**src/rtl/multi_axis_position_keeper_pkg.sv**
```systemverilog
// Shared types for the multi-axis position keeper.
//   Op_PKG           : decoded G-code command encoding produced by the processor.
//   MultiAxisPos_PKG : keeper FSM state, default geometry, position/axis-vector types.
package Op_PKG;

  typedef enum logic [3:0] {
    OP_G00 = 4'd0,
    OP_G01 = 4'd1,
    OP_G28 = 4'd2,
    OP_G90 = 4'd3,
    OP_G91 = 4'd4,
    OP_G92 = 4'd5
  } op_cmd_e;

endpackage

package MultiAxisPos_PKG;

  localparam int DEF_NUM_AXES = 3;
  localparam int DEF_POS_BITS = 16;

  typedef enum logic [1:0] {
    ST_IDLE,
    ST_ISSUE,
    ST_MOVING
  } state_e;

  typedef logic signed [DEF_POS_BITS-1:0] pos_t;
  typedef pos_t [DEF_NUM_AXES-1:0]        axis_vec_t;

endpackage

```
**src/rtl/multi_axis_position_keeper_if.sv**
```systemverilog
// Op and motion handshake bundle for the position keeper.
//   master : op producer / motion stage side (drives op_*, move_ready, move_done)
//   slave  : keeper side (drives op_ready, move_valid, move_target)
// Axis 0 occupies the least significant POS_BITS of every per-axis vector.
interface multi_axis_position_keeper_if #(
  parameter int NUM_AXES = 3,
  parameter int POS_BITS = 16
);
  import Op_PKG::*;

  logic                               op_valid;
  logic                               op_ready;
  op_cmd_e                            op_cmd;
  logic [NUM_AXES-1:0]                op_axis_mask;
  logic [NUM_AXES-1:0][POS_BITS-1:0]  op_arg;
  logic                               move_valid;
  logic                               move_ready;
  logic [NUM_AXES-1:0][POS_BITS-1:0]  move_target;
  logic                               move_done;

  modport master (
    output op_valid, op_cmd, op_axis_mask, op_arg, move_ready, move_done,
    input  op_ready, move_valid, move_target
  );

  modport slave (
    input  op_valid, op_cmd, op_axis_mask, op_arg, move_ready, move_done,
    output op_ready, move_valid, move_target
  );

endinterface

```
**src/rtl/multi_axis_position_keeper_axis_target_resolver.sv**
```systemverilog
// Per-axis combinational target resolution.
//   cur_i      : committed position of this axis
//   arg_i      : op argument for this axis
//   mask_i     : axis argument present (for homing: axis selected)
//   absolute_i : G90 mode
//   home_i     : op is G28
//   target_o   : resolved target clamped to [POS_MIN, POS_MAX]
//   clamped_o  : raw value fell outside the soft limits
module axis_target_resolver #(
  parameter int POS_BITS = 16,
  parameter int POS_MIN  = -(2**(POS_BITS-1)),
  parameter int POS_MAX  = 2**(POS_BITS-1)-1
) (
  input  logic [POS_BITS-1:0] cur_i,
  input  logic [POS_BITS-1:0] arg_i,
  input  logic                mask_i,
  input  logic                absolute_i,
  input  logic                home_i,
  output logic [POS_BITS-1:0] target_o,
  output logic                clamped_o
);

  localparam logic signed [POS_BITS:0] MIN_W = (POS_BITS+1)'(POS_MIN);
  localparam logic signed [POS_BITS:0] MAX_W = (POS_BITS+1)'(POS_MAX);

  logic signed [POS_BITS:0] cur_w;
  logic signed [POS_BITS:0] arg_w;
  logic signed [POS_BITS:0] raw;

  // One extra bit so a relative sum saturates at the limits instead of wrapping.
  assign cur_w = {cur_i[POS_BITS-1], cur_i};
  assign arg_w = {arg_i[POS_BITS-1], arg_i};

  always_comb begin
    raw = cur_w;
    if (home_i) begin
      if (mask_i) raw = '0;
    end else if (mask_i) begin
      raw = absolute_i ? arg_w : (cur_w + arg_w);
    end
  end

  always_comb begin
    clamped_o = 1'b0;
    target_o  = raw[POS_BITS-1:0];
    if (raw > MAX_W) begin
      clamped_o = 1'b1;
      target_o  = MAX_W[POS_BITS-1:0];
    end else if (raw < MIN_W) begin
      clamped_o = 1'b1;
      target_o  = MIN_W[POS_BITS-1:0];
    end
  end

endmodule

```
**src/rtl/multi_axis_position_keeper.sv**
```systemverilog
// Multi-axis position keeper: tracks G90/G91 mode, resolves motion ops into
// clamped absolute targets, hands them to the motion stage and commits the
// current position only on move_done. Supports G92 and G28.
//   clk, reset (sync, active-high), clk_en (qualifies all updates)
//   bus         : op input handshake and move output handshake (slave modport)
//   cur_pos     : committed current position
//   is_absolute : 1 = G90, 0 = G91
//   limit_err   : sticky, set when any resolved target was clamped
module multi_axis_position_keeper
  import MultiAxisPos_PKG::*;
  import Op_PKG::*;
#(
  parameter int NUM_AXES = 3,
  parameter int POS_BITS = 16,
  parameter int POS_MIN  = -(2**(POS_BITS-1)),
  parameter int POS_MAX  = 2**(POS_BITS-1)-1
) (
  input  logic                              clk,
  input  logic                              reset,
  input  logic                              clk_en,
  multi_axis_position_keeper_if.slave       bus,
  output logic [NUM_AXES-1:0][POS_BITS-1:0] cur_pos,
  output logic                              is_absolute,
  output logic                              limit_err
);

  state_e                            state_q;
  logic                              op_ready_q;
  logic                              move_valid_q;
  logic [NUM_AXES-1:0][POS_BITS-1:0] move_target_q;
  logic [NUM_AXES-1:0][POS_BITS-1:0] cur_pos_q;
  logic                              is_absolute_q;
  logic                              limit_err_q;

  logic                              is_home;
  logic [NUM_AXES-1:0]               eff_mask;
  logic [NUM_AXES-1:0][POS_BITS-1:0] res_target;
  logic [NUM_AXES-1:0]               res_clamped;

  // G28 with no axis selected homes every axis.
  always_comb begin
    is_home  = (bus.op_cmd == OP_G28);
    eff_mask = bus.op_axis_mask;
    if (is_home && (bus.op_axis_mask == '0)) eff_mask = '1;
  end

  for (genvar g = 0; g < NUM_AXES; g++) begin : g_axis
    axis_target_resolver #(
      .POS_BITS (POS_BITS),
      .POS_MIN  (POS_MIN),
      .POS_MAX  (POS_MAX)
    ) u_resolver (
      .cur_i      (cur_pos_q[g]),
      .arg_i      (bus.op_arg[g]),
      .mask_i     (eff_mask[g]),
      .absolute_i (is_absolute_q),
      .home_i     (is_home),
      .target_o   (res_target[g]),
      .clamped_o  (res_clamped[g])
    );
  end

  always_ff @(posedge clk) begin
    if (reset) begin
      state_q       <= ST_IDLE;
      op_ready_q    <= 1'b1;
      move_valid_q  <= 1'b0;
      move_target_q <= '0;
      cur_pos_q     <= '0;
      is_absolute_q <= 1'b1;
      limit_err_q   <= 1'b0;
    end else if (clk_en) begin
      case (state_q)
        ST_IDLE: begin
          if (bus.op_valid) begin
            case (bus.op_cmd)
              OP_G90: is_absolute_q <= 1'b1;
              OP_G91: is_absolute_q <= 1'b0;
              OP_G92: begin
                for (int unsigned i = 0; i < NUM_AXES; i++) begin
                  if (bus.op_axis_mask[i]) cur_pos_q[i] <= bus.op_arg[i];
                end
              end
              OP_G00, OP_G01, OP_G28: begin
                move_target_q <= res_target;
                if (|res_clamped) limit_err_q <= 1'b1;
                state_q       <= ST_ISSUE;
                op_ready_q    <= 1'b0;
                move_valid_q  <= 1'b1;
              end
              default: ;
            endcase
          end
        end
        ST_ISSUE: begin
          if (bus.move_ready) begin
            state_q      <= ST_MOVING;
            move_valid_q <= 1'b0;
          end
        end
        ST_MOVING: begin
          if (bus.move_done) begin
            cur_pos_q  <= move_target_q;
            state_q    <= ST_IDLE;
            op_ready_q <= 1'b1;
          end
        end
        default: begin
          state_q      <= ST_IDLE;
          op_ready_q   <= 1'b1;
          move_valid_q <= 1'b0;
        end
      endcase
    end
  end

  assign bus.op_ready    = op_ready_q;
  assign bus.move_valid  = move_valid_q;
  assign bus.move_target = move_target_q;
  assign cur_pos         = cur_pos_q;
  assign is_absolute     = is_absolute_q;
  assign limit_err       = limit_err_q;

endmodule

```
**src/flat_wrapper.sv**
```systemverilog
// flat-port wrapper written by rule: the top's interface ports become plain ports
module multi_axis_position_keeper_flat import MultiAxisPos_PKG::*; import Op_PKG::*;
#(
  parameter int NUM_AXES = 3,
  parameter int POS_BITS = 16,
  parameter int POS_MIN  = -(2**(POS_BITS-1)),
  parameter int POS_MAX  = 2**(POS_BITS-1)-1
)
  (clk, reset, clk_en, cur_pos, is_absolute, limit_err, bus_op_valid, bus_op_cmd, bus_op_axis_mask, bus_op_arg, bus_move_ready, bus_move_done, bus_op_ready, bus_move_valid, bus_move_target);
  multi_axis_position_keeper_if #(.NUM_AXES(NUM_AXES), .POS_BITS(POS_BITS)) bus_i ();
  input  logic clk;
  input  logic reset;
  input  logic clk_en;
  output logic [NUM_AXES-1:0][POS_BITS-1:0] cur_pos;
  output logic is_absolute;
  output logic limit_err;
  input wire logic [$bits(bus_i.op_valid)-1:0] bus_op_valid;
  input wire logic [$bits(bus_i.op_cmd)-1:0] bus_op_cmd;
  input wire logic [$bits(bus_i.op_axis_mask)-1:0] bus_op_axis_mask;
  input wire logic [$bits(bus_i.op_arg)-1:0] bus_op_arg;
  input wire logic [$bits(bus_i.move_ready)-1:0] bus_move_ready;
  input wire logic [$bits(bus_i.move_done)-1:0] bus_move_done;
  output wire logic [$bits(bus_i.op_ready)-1:0] bus_op_ready;
  output wire logic [$bits(bus_i.move_valid)-1:0] bus_move_valid;
  output wire logic [$bits(bus_i.move_target)-1:0] bus_move_target;
  assign bus_i.op_valid = bus_op_valid;
  assign bus_i.op_cmd = bus_op_cmd;
  assign bus_i.op_axis_mask = bus_op_axis_mask;
  assign bus_i.op_arg = bus_op_arg;
  assign bus_i.move_ready = bus_move_ready;
  assign bus_i.move_done = bus_move_done;
  assign bus_op_ready = bus_i.op_ready;
  assign bus_move_valid = bus_i.move_valid;
  assign bus_move_target = bus_i.move_target;
  multi_axis_position_keeper #(.NUM_AXES(NUM_AXES), .POS_BITS(POS_BITS), .POS_MIN(POS_MIN), .POS_MAX(POS_MAX)) u_core (.clk(clk), .reset(reset), .clk_en(clk_en), .bus(bus_i), .cur_pos(cur_pos), .is_absolute(is_absolute), .limit_err(limit_err));
endmodule
```
**config.mk**
```make
export PLATFORM = sky130hd
export DESIGN_NAME = multi_axis_position_keeper_flat
export DESIGN_NICKNAME = d
export VERILOG_FILES = /design/src/rtl/multi_axis_position_keeper_pkg.sv /design/src/rtl/multi_axis_position_keeper_if.sv /design/src/rtl/multi_axis_position_keeper_axis_target_resolver.sv /design/src/rtl/multi_axis_position_keeper.sv /design/src/flat_wrapper.sv
export SDC_FILE = /design/constraint.sdc
export NUM_CORES = 1
export LEC_CHECK = 0
export BUFFER_PORTS_ARGS = -buffer_cell sky130_fd_sc_hd__buf_2
export CAP_MARGIN = 20
export CORE_ASPECT_RATIO = 1.1
export CORE_UTILIZATION = 45
export CTS_CLUSTER_DIAMETER = 80
export DETAILED_ROUTE_END_ITERATION = 12
export PLACE_DENSITY = 0.69
export SYNTH_ARGS = -nofsm -noshare
export SYNTH_HDL_FRONTEND = slang
export SYNTH_SLANG_ARGS = --single-unit
```
**constraint.sdc**
```tcl
create_clock -name clk -period 2.9 [get_ports clk]
set_clock_uncertainty 0.15 [all_clocks]
set_input_delay 0.145 -clock clk [delete_from_list [all_inputs] [get_ports clk]]
set_output_delay 0.145 -clock clk [all_outputs]
set_load 0.005 [all_outputs]
```
# Word-level counts from Yosys, hierarchy flattened
# Index checks and enable logic that the tools add are counted.
# word_totals
input_bits	61
register_bits	102
# classes
order_cmp	6
bitwise	2
eq_ne	15
add_sub_neg	3
muxes	46
n_reduce_logical	17
# op_table
operator	n
$mux W17	12
$mux W16	9
$mux W48	3
$pmux W48 S2	1
$add A16 B16 Y17	3
$gt A17 B16 Y1 const B	3
$lt A17 B16 Y1 const B	3
$reduce_and A5 Y1	4
$reduce_and A6 Y1	3
$ne A2 B2 Y1 const B	8
$mux W1	12
$eq A4 B2 Y1 const B	2
$eq A4 B3 Y1 const B	2
$mux W2	4
$reduce_and A4 Y1	2
$pmux W1 S3	2
$pmux W2 S3	1
$reduce_or A3 Y1	2
$eq A4 B1 Y1 const B	1
$logic_not A4 Y1	1
$reduce_bool A2 Y1	2
$logic_not A3 Y1	1
$mux W3	1
$eq A2 B1 Y1 const B	1
5 further kinds	6

# Depth between registers and ports, before layout
# Gate-level depths: netlist of run 1.
# logic_depth
word_depth	10
depth_mapped	12
mapped_depth_nobuf	11

# Cells and area by module
# A second synthesis of run 1 with hierarchy kept.
# unflattened
cells_unflattened	1149
area_unflattened_um2	8798.4
# modules_own_cells
module	area_each_um2	seq_area_each_um2	instances	cells_per_inst
multi_axis_position_keeper	4398.0	2042.0	1	479
axis_target_resolver at u_core.g_axis[2].u_resolver	1539.0	0.0	1	234
axis_target_resolver at u_core.g_axis[1].u_resolver	1473.9	0.0	1	219
axis_target_resolver at u_core.g_axis[0].u_resolver	1387.6	0.0	1	217

# Worst setup path before layout of run 1
# OpenSTA, ideal clock, no wires.
# synth_timing
kind	reg2reg
start	register u_core.cur_pos_q, in the netlist u_core.cur_pos[0]
end	register u_core.move_target_q, in the netlist u_core.bus.move_target[10]
path_stages_with_launch	13
setup_slack_ns	0.135
period_less_slack_ns	2.765
arrival_time_ns	2.545
cell_sequence	dfxtp_1 -> ha_1 -> inv_1 -> fa_1 -> and2b_1 -> o211ai_1 -> a21oi_1 -> a21oi_1 -> o41ai_1 -> nor2b_1 -> a21oi_2 -> buf_2 -> a21oi_1
# synth_via
elab_chain_cells	7
elab_cells_between_ends	9
# synth_rtl
element	line_no	rtl
from (decl)	multi_axis_position_keeper.sv:31	logic [NUM_AXES-1:0][POS_BITS-1:0] cur_pos_q;
from (signal, indexed assignment)	multi_axis_position_keeper.sv:81	if (bus.op_axis_mask[i]) cur_pos_q[i] <= bus.op_arg[i];
from (signal assigned)	multi_axis_position_keeper.sv:103	cur_pos_q <= move_target_q;
$add A16 B16 Y17	multi_axis_position_keeper_axis_target_resolver.sv:39	raw = absolute_i ? arg_w : (cur_w + arg_w);
$mux W17	multi_axis_position_keeper_axis_target_resolver.sv:39	
$mux W17	multi_axis_position_keeper_axis_target_resolver.sv:38	end else if (mask_i) begin
$mux W17 *	multi_axis_position_keeper_axis_target_resolver.sv:36	if (home_i) begin
$lt A17 B16 Y1	multi_axis_position_keeper_axis_target_resolver.sv:49	end else if (raw < MIN_W) begin
$mux W16	multi_axis_position_keeper_axis_target_resolver.sv:49	
$mux W16 *	multi_axis_position_keeper_axis_target_resolver.sv:46	if (raw > MAX_W) begin
to (signal assigned)	multi_axis_position_keeper.sv:85	move_target_q <= res_target;
to (decl)	multi_axis_position_keeper.sv:30	logic [NUM_AXES-1:0][POS_BITS-1:0] move_target_q;
# Every way passes the cells marked *; elsewhere a longest branch is shown, timed or not.
# A chain may end at the register's enable or synchronous reset.

# Final worst setup path of run 1
# layout_timing
start	register u_core.cur_pos_q, in the netlist u_core.cur_pos[35]
end	register u_core.move_target_q, in the netlist u_core.bus.move_target[43]
# The elaborated chain is that of the path after synthesis.

==> results of run 1 <==
==> cell usage after synthesis, types with 15 or more instances <==
library cell / count
nand2_1: 94
nor3_1: 18
xnor2_1: 20
a21oi_1: 90
clkbuf_1: 36
dfxtp_1: 102
nor2_1: 95
o21ai_0: 101
ha_1: 48
a211oi_1: 60
inv_1: 22
mux2i_1: 53
nand3_1: 15
==> per-layer routing <==
layer  vias up  routed length (µm)  track usage (%)
li1       3970                   -                -
met5         -                   0                0
met4         0                 516             9.70
met2       201               11500             46.2
met1      3809               10800             34.4
met3        32                 917             2.52
==> state kept, by name, summed over array words and instances (netlist names) <==
signal	cells
u_core.is_absolute	1
u_core.bus.op_ready	1
u_core.state_q	2
u_core.limit_err	1
u_core.bus.move_target	48
u_core.cur_pos	48
u_core.bus.move_valid	1
==> timing repair <==
action / in CTS / in global routing
pin swaps: 1 / 11
gates cloned: 0 / 0
setup buffers: 2 / 3
resized for setup: 6 / 32
setup endpoints to repair: 29 / 46
==> critical path, cell delays in order (launching register included) <==
cell and delay (ps):
dfxtp_1 340, ha_1 360, o211ai_2 100, o21ai_2 220
o2111ai_2 220, a2111oi_4 430, mux2i_2 350, nor2_2 90
nor2_2 110, buf_4 190, a21oi_1 80
==> worst max-delay path by stage <==
| stage | endpoint | slack [ps] | cells past startpoint |
|---|---|---|---|
| finish | u_core.bus.move_target[43]$_SDFFE_PP0P_ | 150 | 10 |
| global route | u_core.bus.move_target[4]$_SDFFE_PP0P_ | -40 | 12 |
| CTS | u_core.bus.move_target[43]$_SDFFE_PP0P_ | 8 | 12 |
| detailed placement | u_core.bus.move_target[12]$_SDFFE_PP0P_ | -210 | 11 |
| global placement | u_core.bus.move_target[12]$_SDFFE_PP0P_ | -100 | 11 |
| floorplan | u_core.bus.move_target[10]$_SDFFE_PP0P_ | 130 | 12 |
==> through the flow <==
step                std cells  total power [µW]  instance area, µm²  TNS, ps
detailed placement       1330              2200                8780    -2430
finish                   1352              3400                9280        0
CTS                      1348              3400                9110        0
floorplan                 976              1950                7580        0
global placement         1330              2190                8780     -436
global route             1352              3530                9280     -204
==> final cells by class <==
class / instances / area share, %
antenna: 1 / 0.0270
tap: 204 / 2.75
clock buffer: 16 / 3.03
inverter: 22 / 0.889
multi-input combinational: 791 / 57.8
sequential: 102 / 22.1
timing repair buffer: 216 / 13.5
==> cells in the final DEF, fill, tap and decap left out, drive strengths merged, types with 9 or more instances in the layout <==
cell type	n
clkbuf	16
a32oi	9
nor3	20
a21o	14
o31ai	12
ha	48
a211oi	60
o21a	14
dfxtp	102
mux2i	53
nand3	16
nand2	95
a21oi	92
xnor2	20
o21ai	102
nor2	99
buf	216
a31oi	14
inv	22
==> cells by family after synthesis <==
kind of cell / count (synthesis) / share of synthesized area [%]
buffers and inverters: 83 / 4.46
multiplexers: 54 / 7.15
adder cells (fa/ha/maj): 51 / 8.72
AO/OA/AOI/OAI: 371 / 31.9
flip-flops: 102 / 26.9
AND/OR/NAND/NOR: 287 / 17.6
XOR/XNOR: 28 / 3.24
==> where the power goes <==
group	switching, µW	total [µW]	leakage, µW	internal [µW]
sequential	35.6	1470	0.000826	1440
clock	548	1200	0.000137	656
combinational	414	719	0.00345	305
total	997	3400	0.00441	2400
==> reports/metrics.csv, run 1 <==
metric;value;unit
outcome;complete, no violations;
hold_path_startpoint;bus_op_arg[46];
reg2regPathDepth;10;
holdBufCountCts;0;
grt_max_degree;73;
cts-root-buf;clkbuf_16;
setup_viol;0;
cts_tree;done;
setup_ws;146;ps
yosysWarnings;0;
cp.arrival;2840;ps
min_to;u_core.cur_pos[46]$_SDFFE_PP0P_;
worst_pin_slew;913;ps
numClockSinks;102;
fin_nets;1254;
ant_nets;0;
worstPathMaxFanout;8;
drtIter0Drc;453;
initial_core_util;46.1;%
layout-drive-gt1-share;24.5;%
vias;8012;
clock.fmax;363;MHz
portBuffers;160;
antenna_found_initial;1;
synth_ff_type;dfxtp_1;
p_leak;0.00441;µW
ys_top_cells_by_area;dfxtp_1 27%, ha_1 7.9%, mux2i_1 7.0%;
post-place-ws;-205;ps
cts_buffers;9;
post_drt_wl_per_cell;17.6;µm
r2r_slack;150;ps
criticalPathCategory;reg2reg;
place_congestion;1.01;
io_pins;161;
hold_ws;8.56;ps
vias_per_cell;5.93;
synth_edf_count;0;
rows;49;
area_growth;22.5;%
synthCells;976;
slew_viol_final;0;
clk_transition_reported_paths;70;ps
synth_top_area_cell;dfxtp_1;
insertion_delay;350;ps
worstSetupEndpointType;flip-flop;
dr.pass1.iters;5;
max_slew_margin;39.1;%
yosysUniqueCellTypes;73;
synth_top_area_share;26.9;%
fin_util;56.5;%
reg2reg_to;u_core.bus.move_target[43]$_SDFFE_PP0P_;
h-tree-depth;3;
fp.dieArea;17400;µm²
grt_pass1_vias;7456;
drc;0;
hp-class;in2reg;
power.density;366;nW/µm²
yosysSeqAreaShare;26.9;%
finalCritPeriodShare;95.0;%
multi_input_area;5360;µm²
whs_path_depth;3;
cts_max_path_buffers;2;
fillers;1588;
r2r_start;u_core.cur_pos[35]$_SDFFE_PP0P_;
syn_avg_cell_area;7.76;µm²
drt_wl_total;23700;µm
syn-cell-area;7580;µm²
grt_util_all_layers;26.7;%
grt_pass1_wl;37500;µm
start_kind;flip-flop;
required;2990;ps
vdd_drop_max;0.284;mV
maxCapViolations;0;
seq_area;2050;µm²
grt_overflow_total;0;
core_area;16400;µm²
die_h;138;µm
syn_nets;1088;
period_needed;2750;ps
critPathLaunch;u_core.cur_pos[35]$_SDFFE_PP0P_;
die_x;126;µm
finalHoldViolCount;0;
async_flop_share;0;%
rsz0062_at_grt;yes;
hpwl;17000;µm
ys_ff_latch;102;
Power figures use the tool's default switching activity.
==> inputs of run 2 (changes only) <==
--- a/config.mk
+++ b/config.mk
@@ -12,6 +12,8 @@
 export CTS_CLUSTER_DIAMETER = 80
 export DETAILED_ROUTE_END_ITERATION = 12
 export PLACE_DENSITY = 0.69
+export RECOVER_POWER = 100
+export SKIP_LAST_GASP = 1
 export SYNTH_ARGS = -nofsm -noshare
 export SYNTH_HDL_FRONTEND = slang
 export SYNTH_SLANG_ARGS = --single-unit
==> reports/metrics.csv, run 2 (synthesized netlist as in run 1, its figures left out) <==
metric;value;unit;change
outcome;complete, no violations;;
wl_met2;11400;µm;-0.47%
clkPwrFrac;35.5;%;about the same
grt_pass1_wl;37500;µm;unchanged
portBuffers;160;;unchanged
worstPathMaxFanout;7;;-1
finalCritPeriodShare;95.9;%;+0.95 points
power;3390;µW;-0.26%
ant_nets;0;;unchanged
drt_wl_total;23700;µm;-0.12%
holdBufCountCts;0;;unchanged
final_common_cell;buf_2;;
die_h;138;µm;unchanged
grt_util_all_layers;26.7;%;unchanged
fin_tns_setup;0;ps;unchanged
multi_input_area;5360;µm²;unchanged
p_switching;995;µW;-0.25%
power_frac_seq;43.5;%;about the same
setup_viol;0;;unchanged
drc;0;;unchanged
clock.fmax;359;MHz;-0.99%
fin_area;9190;µm²;-0.98%
worst_pin_slew;917;ps;+3.41 ps
crit_buf_inv;1;;unchanged
seq_area;2050;µm²;about the same
vias_per_cell;5.90;;-0.37%
initial_core_util;46.1;%;unchanged
antenna_found_initial;1;;unchanged
post_drt_wl_per_cell;17.5;µm;-0.12%
area_growth;21.3;%;
cp_top_family;compound AO/OA/AOI/OAI gates;;
numClockSinks;102;;unchanged
grt_overflow_total;0;;unchanged
fin_nets;1254;;unchanged
clk_transition_reported_paths;70;ps;about the same
insertion_delay;350;ps;about the same
start_kind;flip-flop;;
hpwl;17000;µm;unchanged
h-tree-depth;3;;unchanged
rows;49;;unchanged
required;3050;ps;+60 ps
worstSetupEndpointType;flip-flop;;
finalNonFillerCells;1352;;unchanged
p_sw_share;29.4;%;about the same
p_int;2390;µW;-0.27%
cts_tree;done;;
wl_met1;10800;µm;+0.23%
place_area;8780;µm²;unchanged
grt_pass1_vias;7456;;unchanged
period_needed;2780;ps;+27.5 ps
wl_met3;913;µm;-0.44%
p_comb_share;21.0;%;-0.2 points
p_leak;0.00425;µW;-3.8%
fillers;1623;;+2.2%
fp.dieArea;17400;µm²;unchanged
top_layer_used;met4;;
cp_slowest_cell;a2111oi_4;;
crit_chain;ha_2 > inv_1 > fa_2 > nor2b_2 > o31a_1 > o211a_1 > o21ai_4 > a2111oi_4 > nand2b_4 > o221a_2;;
max_stage_delay;440;ps;about the same
power.density;369;nW/µm²;+0.73%
finalHoldViolCount;0;;unchanged
criticalPathCategory;reg2reg;;
core_area;16400;µm²;unchanged
grt_max_degree;73;;unchanged
dp.cells;1330;;unchanged
layout-drive-gt1-share;21.1;%;-3.4 points
rsz0062_at_grt;yes;;
drtIter0Drc;443;;-2.2%
final_cell_mix;134 x buf_2, 100 x dfxtp_1, 97 x o21ai_0;;
cts_max_path_buffers;2;;unchanged
vias;7982;;-0.37%
vdd_drop_max;0.284;mV;about the same
die_x;126;µm;unchanged
cts_buffers;9;;unchanged
hp-class;in2reg;;
slew_viol_final;0;;unchanged
cp.arrival;2940;ps;+100 ps
place_congestion;1.01;;unchanged
max_slew_margin;38.9;%;-0.23 points
io_pins;161;;unchanged
dr.pass1.iters;5;;unchanged
hold_ws;11.3;ps;+2.78 ps
maxCapViolations;0;;unchanged
cts-root-buf;clkbuf_16;;
[run 2: final timing paths]
| check | slack, ps | endpoint | cells past startpoint | from |
|---|---|---|---|---|
| min | 10 | u_core.cur_pos[27]$_SDFFE_PP0P_ | 3 | bus_op_arg[27] |
| max | 120 | u_core.bus.move_target[22]$_SDFFE_PP0P_ | 10 | u_core.cur_pos[16]$_SDFFE_PP0P_ |
| min reg2reg | 340 | u_core.bus.op_ready$_SDFFE_PP1P_ | 1 | u_core.bus.op_ready$_SDFFE_PP1P_ |
| max reg2reg | 120 | u_core.bus.move_target[22]$_SDFFE_PP0P_ | 10 | u_core.cur_pos[16]$_SDFFE_PP0P_ |
[run 2: worst register-to-register path: stages (launching register included)]
cell,delay (ps)
dfxtp_1,350
ha_2,210
inv_1,60
fa_2,340
nor2b_2,140
o31a_1,220
o211a_1,250
o21ai_4,100
a2111oi_4,440
nand2b_4,280
o221a_2,200
[run 2: layout make-up]
cell class	instances	area share [%]
flip-flops and latches	102	22.3
repair buffers	216	12.6
well taps	204	2.78
inverters	22	0.898
multi-input cells	791	58.4
clock buffers	16	3.06
diodes	1	0.0272
[run 2: routing by layer]
metal | vias to the layer above | global-route usage, %
li1 | 3964 | -
met1 | 3788 | 34.4
met2 | 199 | 46.2
met3 | 31 | 2.52
met4 | 0 | 9.70
met5 | - | 0
[run 2: per-stage QoR]
stage | worst slack, ps | utilization, %
after global routing | -37.1 | 55.9
after floorplan | 135 | -
after global placement | -97.8 | 53.5
after CTS | 8.03 | 55.5
final | 118 | 55.9
after detailed placement | -205 | 53.5
[run 2: repair_timing]
action                                  CTS  global route
pin swaps                                 1            11
buffers inserted                          2             3
endpoints found under the setup margin   29            46
gates resized for setup                   6            32
[run 2: power groups by stage]
stage               Combinational (µW)  Sequential (µW)  Clock, µW
floorplan                          452             1500          0
global placement                   683             1510          0
detailed placement                 692             1510          0
CTS                                699             1470       1220
global route                       785             1480       1260
finish                             711             1470       1200
